==> config.mk <==
export PLATFORM = sky130hd
export DESIGN_NAME = nrzi_unstuff_decode_flat
export DESIGN_NICKNAME = d
export VERILOG_FILES = /design/src/rtl/usb_rx_pkg.sv /design/src/rtl/nrzi_unstuff_decode_if.sv /design/src/rtl/nrzi_unstuff_decode.sv /design/src/flat_wrapper.sv
export SDC_FILE = /design/constraint.sdc
export NUM_CORES = 1
export LEC_CHECK = 0
export BUFFER_PORTS_ARGS = -buffer_cell sky130_fd_sc_hd__buf_2
export CELL_PAD_IN_SITES_DETAIL_PLACEMENT = 1
export CELL_PAD_IN_SITES_GLOBAL_PLACEMENT = 1
export CORE_AREA = 2 2 39 41
export DETAILED_ROUTE_END_ITERATION = 10
export DIE_AREA = 0 0 41 43
export PLACE_DENSITY = 0.58
export REMOVE_ABC_BUFFERS = 1
export SLEW_MARGIN = 30
export SYNTH_ARGS = -nofsm -noshare
export SYNTH_HDL_FRONTEND = slang
export SYNTH_SLANG_ARGS = --single-unit
==> constraint.sdc <==
create_clock -name clk -period 1.8 [get_ports clk]
set_clock_uncertainty 0.15 [all_clocks]
set_input_delay 0.18 -clock clk [delete_from_list [all_inputs] [get_ports clk]]
set_output_delay 0.18 -clock clk [all_outputs]
set_load 0.1 [all_outputs]
==> src/rtl/usb_rx_pkg.sv <==
// Shared USB receive-path definitions: NRZI decoder state encoding and
// default line/stuffing constants used as parameter defaults.
package usb_rx_pkg;

    typedef enum logic [1:0] {
        IDLE  = 2'd0,
        DATA  = 2'd1,
        STUFF = 2'd2,
        ERR   = 2'd3
    } nrzi_state_t;

    localparam int unsigned USB_STUFF_LIMIT = 6;
    localparam logic        USB_IDLE_LEVEL  = 1'b1;

endpackage

==> src/rtl/nrzi_unstuff_decode_if.sv <==
// Sample-side and decoded-bit-side signals of the NRZI decoder.
// master: edge/timer logic plus receive shift register; slave: the decoder.
interface nrzi_unstuff_decode_if;

    logic d_plus;
    logic shift_enable;
    logic eop;
    logic d_orig;
    logic d_valid;
    logic stuff_err;

    modport master (
        output d_plus, shift_enable, eop,
        input  d_orig, d_valid, stuff_err
    );

    modport slave (
        input  d_plus, shift_enable, eop,
        output d_orig, d_valid, stuff_err
    );

endinterface

==> src/rtl/nrzi_unstuff_decode.sv <==
// NRZI decoder with bit-unstuffing for the USB receive path.
// Emits one d_valid pulse per data bit; stuffed bits are dropped.
// Optional feature: define NRZI_STUFF_CHECK_EN to detect a missing stuff 0
// (ERR state, sticky stuff_err until EOP). Without it stuff_err is tied low.
module nrzi_unstuff_decode
    import usb_rx_pkg::*;
#(
    parameter int unsigned STUFF_LIMIT = USB_STUFF_LIMIT,
    parameter logic        IDLE_LEVEL  = USB_IDLE_LEVEL
) (
    input  logic                    clk,
    input  logic                    n_rst,
    nrzi_unstuff_decode_if.slave    bus
);

    localparam int unsigned CNT_W = $clog2(STUFF_LIMIT + 1);
    // Count value which, after one more decoded 1, forces a stuff bit.
    localparam logic [CNT_W-1:0] LAST_ONE = CNT_W'(STUFF_LIMIT - 1);

    nrzi_state_t      state;
    logic             prev_level;
    logic [CNT_W-1:0] ones_cnt;
    logic             d_orig_q;
    logic             d_valid_q;
    logic             dec_bit;

    // NRZI: no transition on the line means a 1.
    assign dec_bit = (bus.d_plus == prev_level);

`ifdef NRZI_STUFF_CHECK_EN
    logic stuff_err_q;
`endif

    // Decoder FSM; every register moves only on a shift_enable sample.
    // NOTE: state is updated with non-blocking assignments so every branch
    // reads the pre-edge values of state, ones_cnt and prev_level.
    always_ff @(posedge clk or negedge n_rst) begin
        if (!n_rst) begin
            state       <= IDLE;
            prev_level  <= IDLE_LEVEL;
            ones_cnt    <= '0;
            d_orig_q    <= 1'b1;
            d_valid_q   <= 1'b0;
`ifdef NRZI_STUFF_CHECK_EN
            stuff_err_q <= 1'b0;
`endif
        end else begin
            d_valid_q <= 1'b0;
            if (bus.shift_enable) begin
                if (bus.eop) begin
                    // EOP wins over everything: back to J idle, clean slate.
                    state       <= IDLE;
                    prev_level  <= IDLE_LEVEL;
                    ones_cnt    <= '0;
                    d_orig_q    <= 1'b1;
`ifdef NRZI_STUFF_CHECK_EN
                    stuff_err_q <= 1'b0;
`endif
                end else begin
                    prev_level <= bus.d_plus;
                    case (state)
                        IDLE, DATA: begin
                            d_orig_q  <= dec_bit;
                            d_valid_q <= 1'b1;
                            if (!dec_bit) begin
                                ones_cnt <= '0;
                                state    <= DATA;
                            end else if (ones_cnt == LAST_ONE) begin
                                ones_cnt <= '0;
                                state    <= STUFF;
                            end else begin
                                ones_cnt <= ones_cnt + CNT_W'(1);
                                state    <= DATA;
                            end
                        end
                        STUFF: begin
                            // Stuff sample is never emitted.
`ifdef NRZI_STUFF_CHECK_EN
                            if (dec_bit) begin
                                state       <= ERR;
                                stuff_err_q <= 1'b1;
                            end else begin
                                state <= DATA;
                            end
`else
                            ones_cnt <= '0;
                            state    <= DATA;
`endif
                        end
`ifdef NRZI_STUFF_CHECK_EN
                        ERR: begin
                            // Packet is corrupt: swallow samples until EOP.
                            state <= ERR;
                        end
`endif
                        default: begin
                            state <= IDLE;
                        end
                    endcase
                end
            end
        end
    end

    assign bus.d_orig  = d_orig_q;
    assign bus.d_valid = d_valid_q;
`ifdef NRZI_STUFF_CHECK_EN
    assign bus.stuff_err = stuff_err_q;
`else
    assign bus.stuff_err = 1'b0;
`endif

endmodule
==> src/flat_wrapper.sv <==
// flat-port wrapper written by rule: the top's interface ports become plain ports
module nrzi_unstuff_decode_flat import usb_rx_pkg::*;
#(
    parameter int unsigned STUFF_LIMIT = USB_STUFF_LIMIT,
    parameter logic        IDLE_LEVEL  = USB_IDLE_LEVEL
)
  (clk, n_rst, bus_d_plus, bus_shift_enable, bus_eop, bus_d_orig, bus_d_valid, bus_stuff_err);
  nrzi_unstuff_decode_if bus_i ();
  input  logic clk;
  input  logic n_rst;
  input wire logic [$bits(bus_i.d_plus)-1:0] bus_d_plus;
  input wire logic [$bits(bus_i.shift_enable)-1:0] bus_shift_enable;
  input wire logic [$bits(bus_i.eop)-1:0] bus_eop;
  output wire logic [$bits(bus_i.d_orig)-1:0] bus_d_orig;
  output wire logic [$bits(bus_i.d_valid)-1:0] bus_d_valid;
  output wire logic [$bits(bus_i.stuff_err)-1:0] bus_stuff_err;
  assign bus_i.d_plus = bus_d_plus;
  assign bus_i.shift_enable = bus_shift_enable;
  assign bus_i.eop = bus_eop;
  assign bus_d_orig = bus_i.d_orig;
  assign bus_d_valid = bus_i.d_valid;
  assign bus_stuff_err = bus_i.stuff_err;
  nrzi_unstuff_decode #(.STUFF_LIMIT(STUFF_LIMIT), .IDLE_LEVEL(IDLE_LEVEL)) u_core (.clk(clk), .n_rst(n_rst), .bus(bus_i));
endmodule
## Word level (Yosys, flattened, before mapping)

Index checks and enable logic that the tools add are counted.

| word-level totals | value |
|---|---|
| register bits | 8 |
| latch bits | 0 |
| RAM bits | 0 |
| memory bits (read-only) | 0 |
| bits of input ports | 5 |
| output and inout bits | 3 |
| logic and storage cells | 30 |
| memories kept | 0 |

| cells by class | value |
|---|---|
| add/sub/neg operators | 1 |
| $mul | 0 |
| div/mod/pow operators | 0 |
| magnitude comparators | 0 |
| equality and inequality tests | 4 |
| shifts and indexed selects | 0 |
| mux-type cells | 14 |
| bitwise gates (word level) | 0 |
| reduce and logical (&&, ||, !) cells | 6 |

Operators by type and width:

| cell | number |
|---|---|
| $mux 3 | 3 |
| $mux 1 | 6 |
| $mux 2 | 3 |
| $pmux 3 s2 | 1 |
| $pmux 2 s2 | 1 |
| $reduce_and 2->1 | 2 |
| $add 3x1->3 const B | 1 |
| $eq 3x3->1 const B | 1 |
| $reduce_bool 3->1 | 1 |
| $eq 2x1->1 const B | 1 |
| $eq 2x2->1 const B | 1 |
| $logic_not 2->1 | 1 |
| $reduce_bool 2->1 | 1 |
| $reduce_or 2->1 | 1 |
| $eq 1x1->1 | 1 |

## Longest topological paths before layout

| logic depth | value |
|---|---|
| depth after elaboration | 5 |
| depth in mapped cells | 4 |

## Worst setup path after synthesis

OpenSTA, ideal clock, no wires.

| timing path | value |
|---|---|
| path kind | register to register |
| from | register u_core.state[1] |
| to | register u_core.ones_cnt[2] |
| library setup time | 77 ps |
| arrival | 1231 ps |
| slack | 342 ps |
| cell stages (with the launch flop) | 4 |
| cells stage by stage | dfrtp_1 > and3b_1 > or4b_1 > a21oi_1 |

| between the ends | value |
|---|---|
| longest elaborated chain between the ends | 4 |
| elaborated cells between the ends (all ways) | 8 |

RTL lines:

| item | RTL line | source |
|---|---|---|
| from (decl) | nrzi_unstuff_decode.sv:20 | `nrzi_state_t state;` |
| from (signal assigned) | nrzi_unstuff_decode.sv:39 | `state <= IDLE;` |
| from (signal assigned) | nrzi_unstuff_decode.sv:52 | `state <= IDLE;` |
| from (signal assigned) | nrzi_unstuff_decode.sv:67 | `state <= DATA;` |
| $eq 2x1->1 / $logic_not 2->1 (equally long branches) | nrzi_unstuff_decode.sv:61 | `case (state)` |
| $reduce_or 2->1 | nrzi_unstuff_decode.sv:61 |  |
| $pmux 3 s2 / $reduce_bool 3->1 (equally long branches) | -- |  |
| $mux 3 / $reduce_and 2->1 (equally long branches) | -- |  |
| to (signal assigned) | nrzi_unstuff_decode.sv:72 | `ones_cnt <= ones_cnt + CNT_W'(1);` |
| to (decl) | nrzi_unstuff_decode.sv:22 | `logic [CNT_W-1:0] ones_cnt;` |

Parallel ways exist; a longest one is shown, timed or not.
A chain may end at the register's enable or synchronous reset.

## Final worst setup path

Same ends and word-level chain as after synthesis.

==> flow_metrics.tcl <==
set metrics [dict create \
    setup-violations-final 0 \
    clkSlewWorstSetupHoldPaths_ns 0.05 \
    grt_pass1_wl_mm 1.62 \
    fillers 174 \
    final_cell_area_um2 469 \
    crit_slowest_cell "or4b_1" \
    cts_tree "built" \
    rsz0062_at_grt "no" \
    multiInputGateArea_um2 176 \
    clk_latency_ns 0.25 \
    final_cell_mix "a21oi_1, buf_2, dfrtp_1" \
    grt_max_degree 11 \
    gp_congestion 0.732 \
    drive_above_1_share_pct 22.4 \
    wl_um 926 \
    worst_pin_slew_ns 0.539 \
    diodes 0 \
    ys_ff_latch 8 \
    cp-start-kind "flop" \
    io_buffers 6 \
    synth.mux.area_fraction_pct 0 \
    hold_depth 2 \
    avgSynthCellArea_um2 9.73 \
    cap_violations 0 \
    htree_levels 1 \
    post_drt_via_cell_ratio 5.20 \
    grt_use_met2_pct 20.9 \
    reg2reg_from "u_core.state[1]" \
    ioPinCount 8 \
    crit_chain "and3b_1 -> or4b_1 -> a21oi_1" \
    hpwl_um 687 \
    r2r_setup_slack_ns 0.25 \
    antenna_found_initial 0 \
    die_h_um 43 \
    fin_nets 56 \
    use_met3_pct 9.42 \
    cts_buffers 3 \
    required_ns 1.83 \
    post-route-util_pct 33.9 \
    status "finished, final reports clean" \
    die_area_um2 1760 \
    synth_cells 41 \
    min_period_ns 1.55 \
    area_growth_pct 17.6 \
    hold_viol 0 \
    rr_endpoint "u_core.ones_cnt[2]" \
    final.setup.tns_ns 0 \
    ir_worst_vdd_mv 0.403 \
    max-clock-path-buffers 2 \
    ff2ff_path_depth 3 \
    worst-setup-path-type "reg -> reg" \
    coreArea_um2 1380 \
    start_util_pct 28.8 \
    hp-class "in -> reg" \
    min_period_over_period_pct 86.0 \
    numClockSinks 8 \
    timing.final.ws_setup_ns 0.252 \
    max_freq_mhz 646 \
    cp_max_fo 8 \
    grt.busiest_layer "met2" \
    drt_iter0_drc 4 \
    power.density_nw_per_um2 1060 \
    maxSlewViolCount 0 \
    cts_root_buf "clkbuf_4" \
    syn_area_um2 399 \
    wire_per_inst_um 14.2 \
    dr.pass1.iters 3 \
    synth_compound_area_share_pct 17.2 \
    met1_usage_pct 17.4 \
    die_w_um 41 \
    num_rows 14 \
    worstPathArrival_ns 1.58 \
    hp-start "bus_shift_enable" \
    hold-path-endpoint "u_core.prev_level" \
    yosysSeqAreaShare_pct 50.8 \
    synthSimpleGateAreaFrac_pct 21.6 \
    detailedPlace.worstSlack_ns 0.250 \
    yosysWarnings 0 \
    synth_top_family_by_area "simple AND/OR/NAND/NOR gates" \
    drc 0 \
    synthAdderAreaFrac_pct 0 \
    max-slew-margin-rel_pct 64.0 \
    max_stage_delay_ns 0.50 \
    grt_usage_pct 14.6 \
    cts_resized 0 \
    synthDistinctLibCells 22 \
    ant_nets 0 \
    grt_pass1_vias 348 \
    overflow 0 \
    crit_path_end_kind "flop" \
    synth_xor_area_share_pct 4.39 \
    vias 338 \
    p_leak_nw 0.197 \
    placed_cell_area_um2 437 \
    regArea_um2 203 \
]
==> metrics by stage <==
stage	total power [mW]	hold WS, ns	instances
floorplan	0.329	-0.266	39
global placement	0.358	-0.118	61
detailed placement	0.364	-0.115	61
CTS	0.506	0.0584	65
global route	0.538	0.0837	65
finish	0.498	0.0770	65
==> synth_stat cells <==
cell type | instances | area [um2]
buf_2 | 1 | 5.00
o21ai_0 | 2 | 10.0
nand2b_1 | 1 | 6.26
a21oi_1 | 6 | 30.0
xnor2_1 | 1 | 8.76
a31oi_1 | 1 | 6.26
inv_1 | 2 | 7.51
and3b_1 | 1 | 8.76
nor3_1 | 1 | 5.00
buf_4 | 1 | 7.51
xor2_1 | 1 | 8.76
or4_1 | 1 | 7.51
o22ai_1 | 2 | 12.5
o311a_1 | 1 | 10.0
nand3b_1 | 3 | 22.5
or4b_1 | 1 | 10.0
dfrtp_1 | 6 | 150
nand2_1 | 3 | 11.3
conb_1 | 1 | 3.75
dfstp_2 | 2 | 52.6
nor3b_1 | 1 | 7.51
nor2_1 | 2 | 7.51
==> kinds of logic (layout without fill, tap and decap cells) <==
logic type | after synthesis | count (layout)
buf+inv | 4 | 12
compound gates | 12 | 12
simple gates | 14 | 14
other cells | 1 | 1
flops | 8 | 8
xor+xnor | 2 | 2
==> final cells by class <==
type | count | share of cell area (%)
Sequential cell | 8 | 43.2
Multi-Input combinational cell | 29 | 37.6
Tap cell | 16 | 4.27
Clock buffer | 3 | 4.80
Timing Repair Buffer | 7 | 8.53
Inverter | 2 | 1.60
==> layer usage <==
metal,vias to the layer above,routed length [um]
met5,-,0
met4,0,0
met3,0,71
met2,9,455
met1,164,399
li1,165,-
==> worst max-delay path, delay by kind of cell, from the launching register on <==
kind | cells | cell delay, ns
AND/OR/NAND/NOR | 2 | 0.74
flip-flops | 1 | 0.45
AO/OA/AOI/OAI | 1 | 0.13
==> timing repair <==
action | 4_1_cts | 5_1_grt
buffers inserted | 0 | 0
hold buffers | 1 | 0
setup endpoints to repair | 0 | 0
hold endpoints to repair | 8 | 0
==> registers in the layout, indices dropped and copies added, names as in the netlist <==
name and flops:
u_core.ones_cnt 3, u_core.bus.d_valid 1, u_core.bus.d_orig 1, u_core.state 2, u_core.prev_level 1
==> report_power, final <==
part / switching (mW) / internal (mW) / leakage, nW / total [mW]
Clock: 0.0590 / 0.0762 / 0.0138 / 0.135
Sequential: 0.0284 / 0.215 / 0.0997 / 0.243
Combinational: 0.0803 / 0.0399 / 0.0832 / 0.120
==> worst max-delay path by stage <==
| stage | start | depth (start not counted) | to |
|---|---|---|---|
| floorplan | u_core.state[1] | 3 | u_core.ones_cnt[2] |
| global placement | u_core.state[1] | 3 | u_core.ones_cnt[2] |
| detailed placement | u_core.state[1] | 3 | u_core.ones_cnt[2] |
| CTS | u_core.state[1] | 3 | u_core.ones_cnt[2] |
| global route | u_core.state[1] | 3 | u_core.ones_cnt[2] |
| finish | u_core.state[1] | 3 | u_core.ones_cnt[2] |
Note: power is estimated with default switching activity, not from simulation.
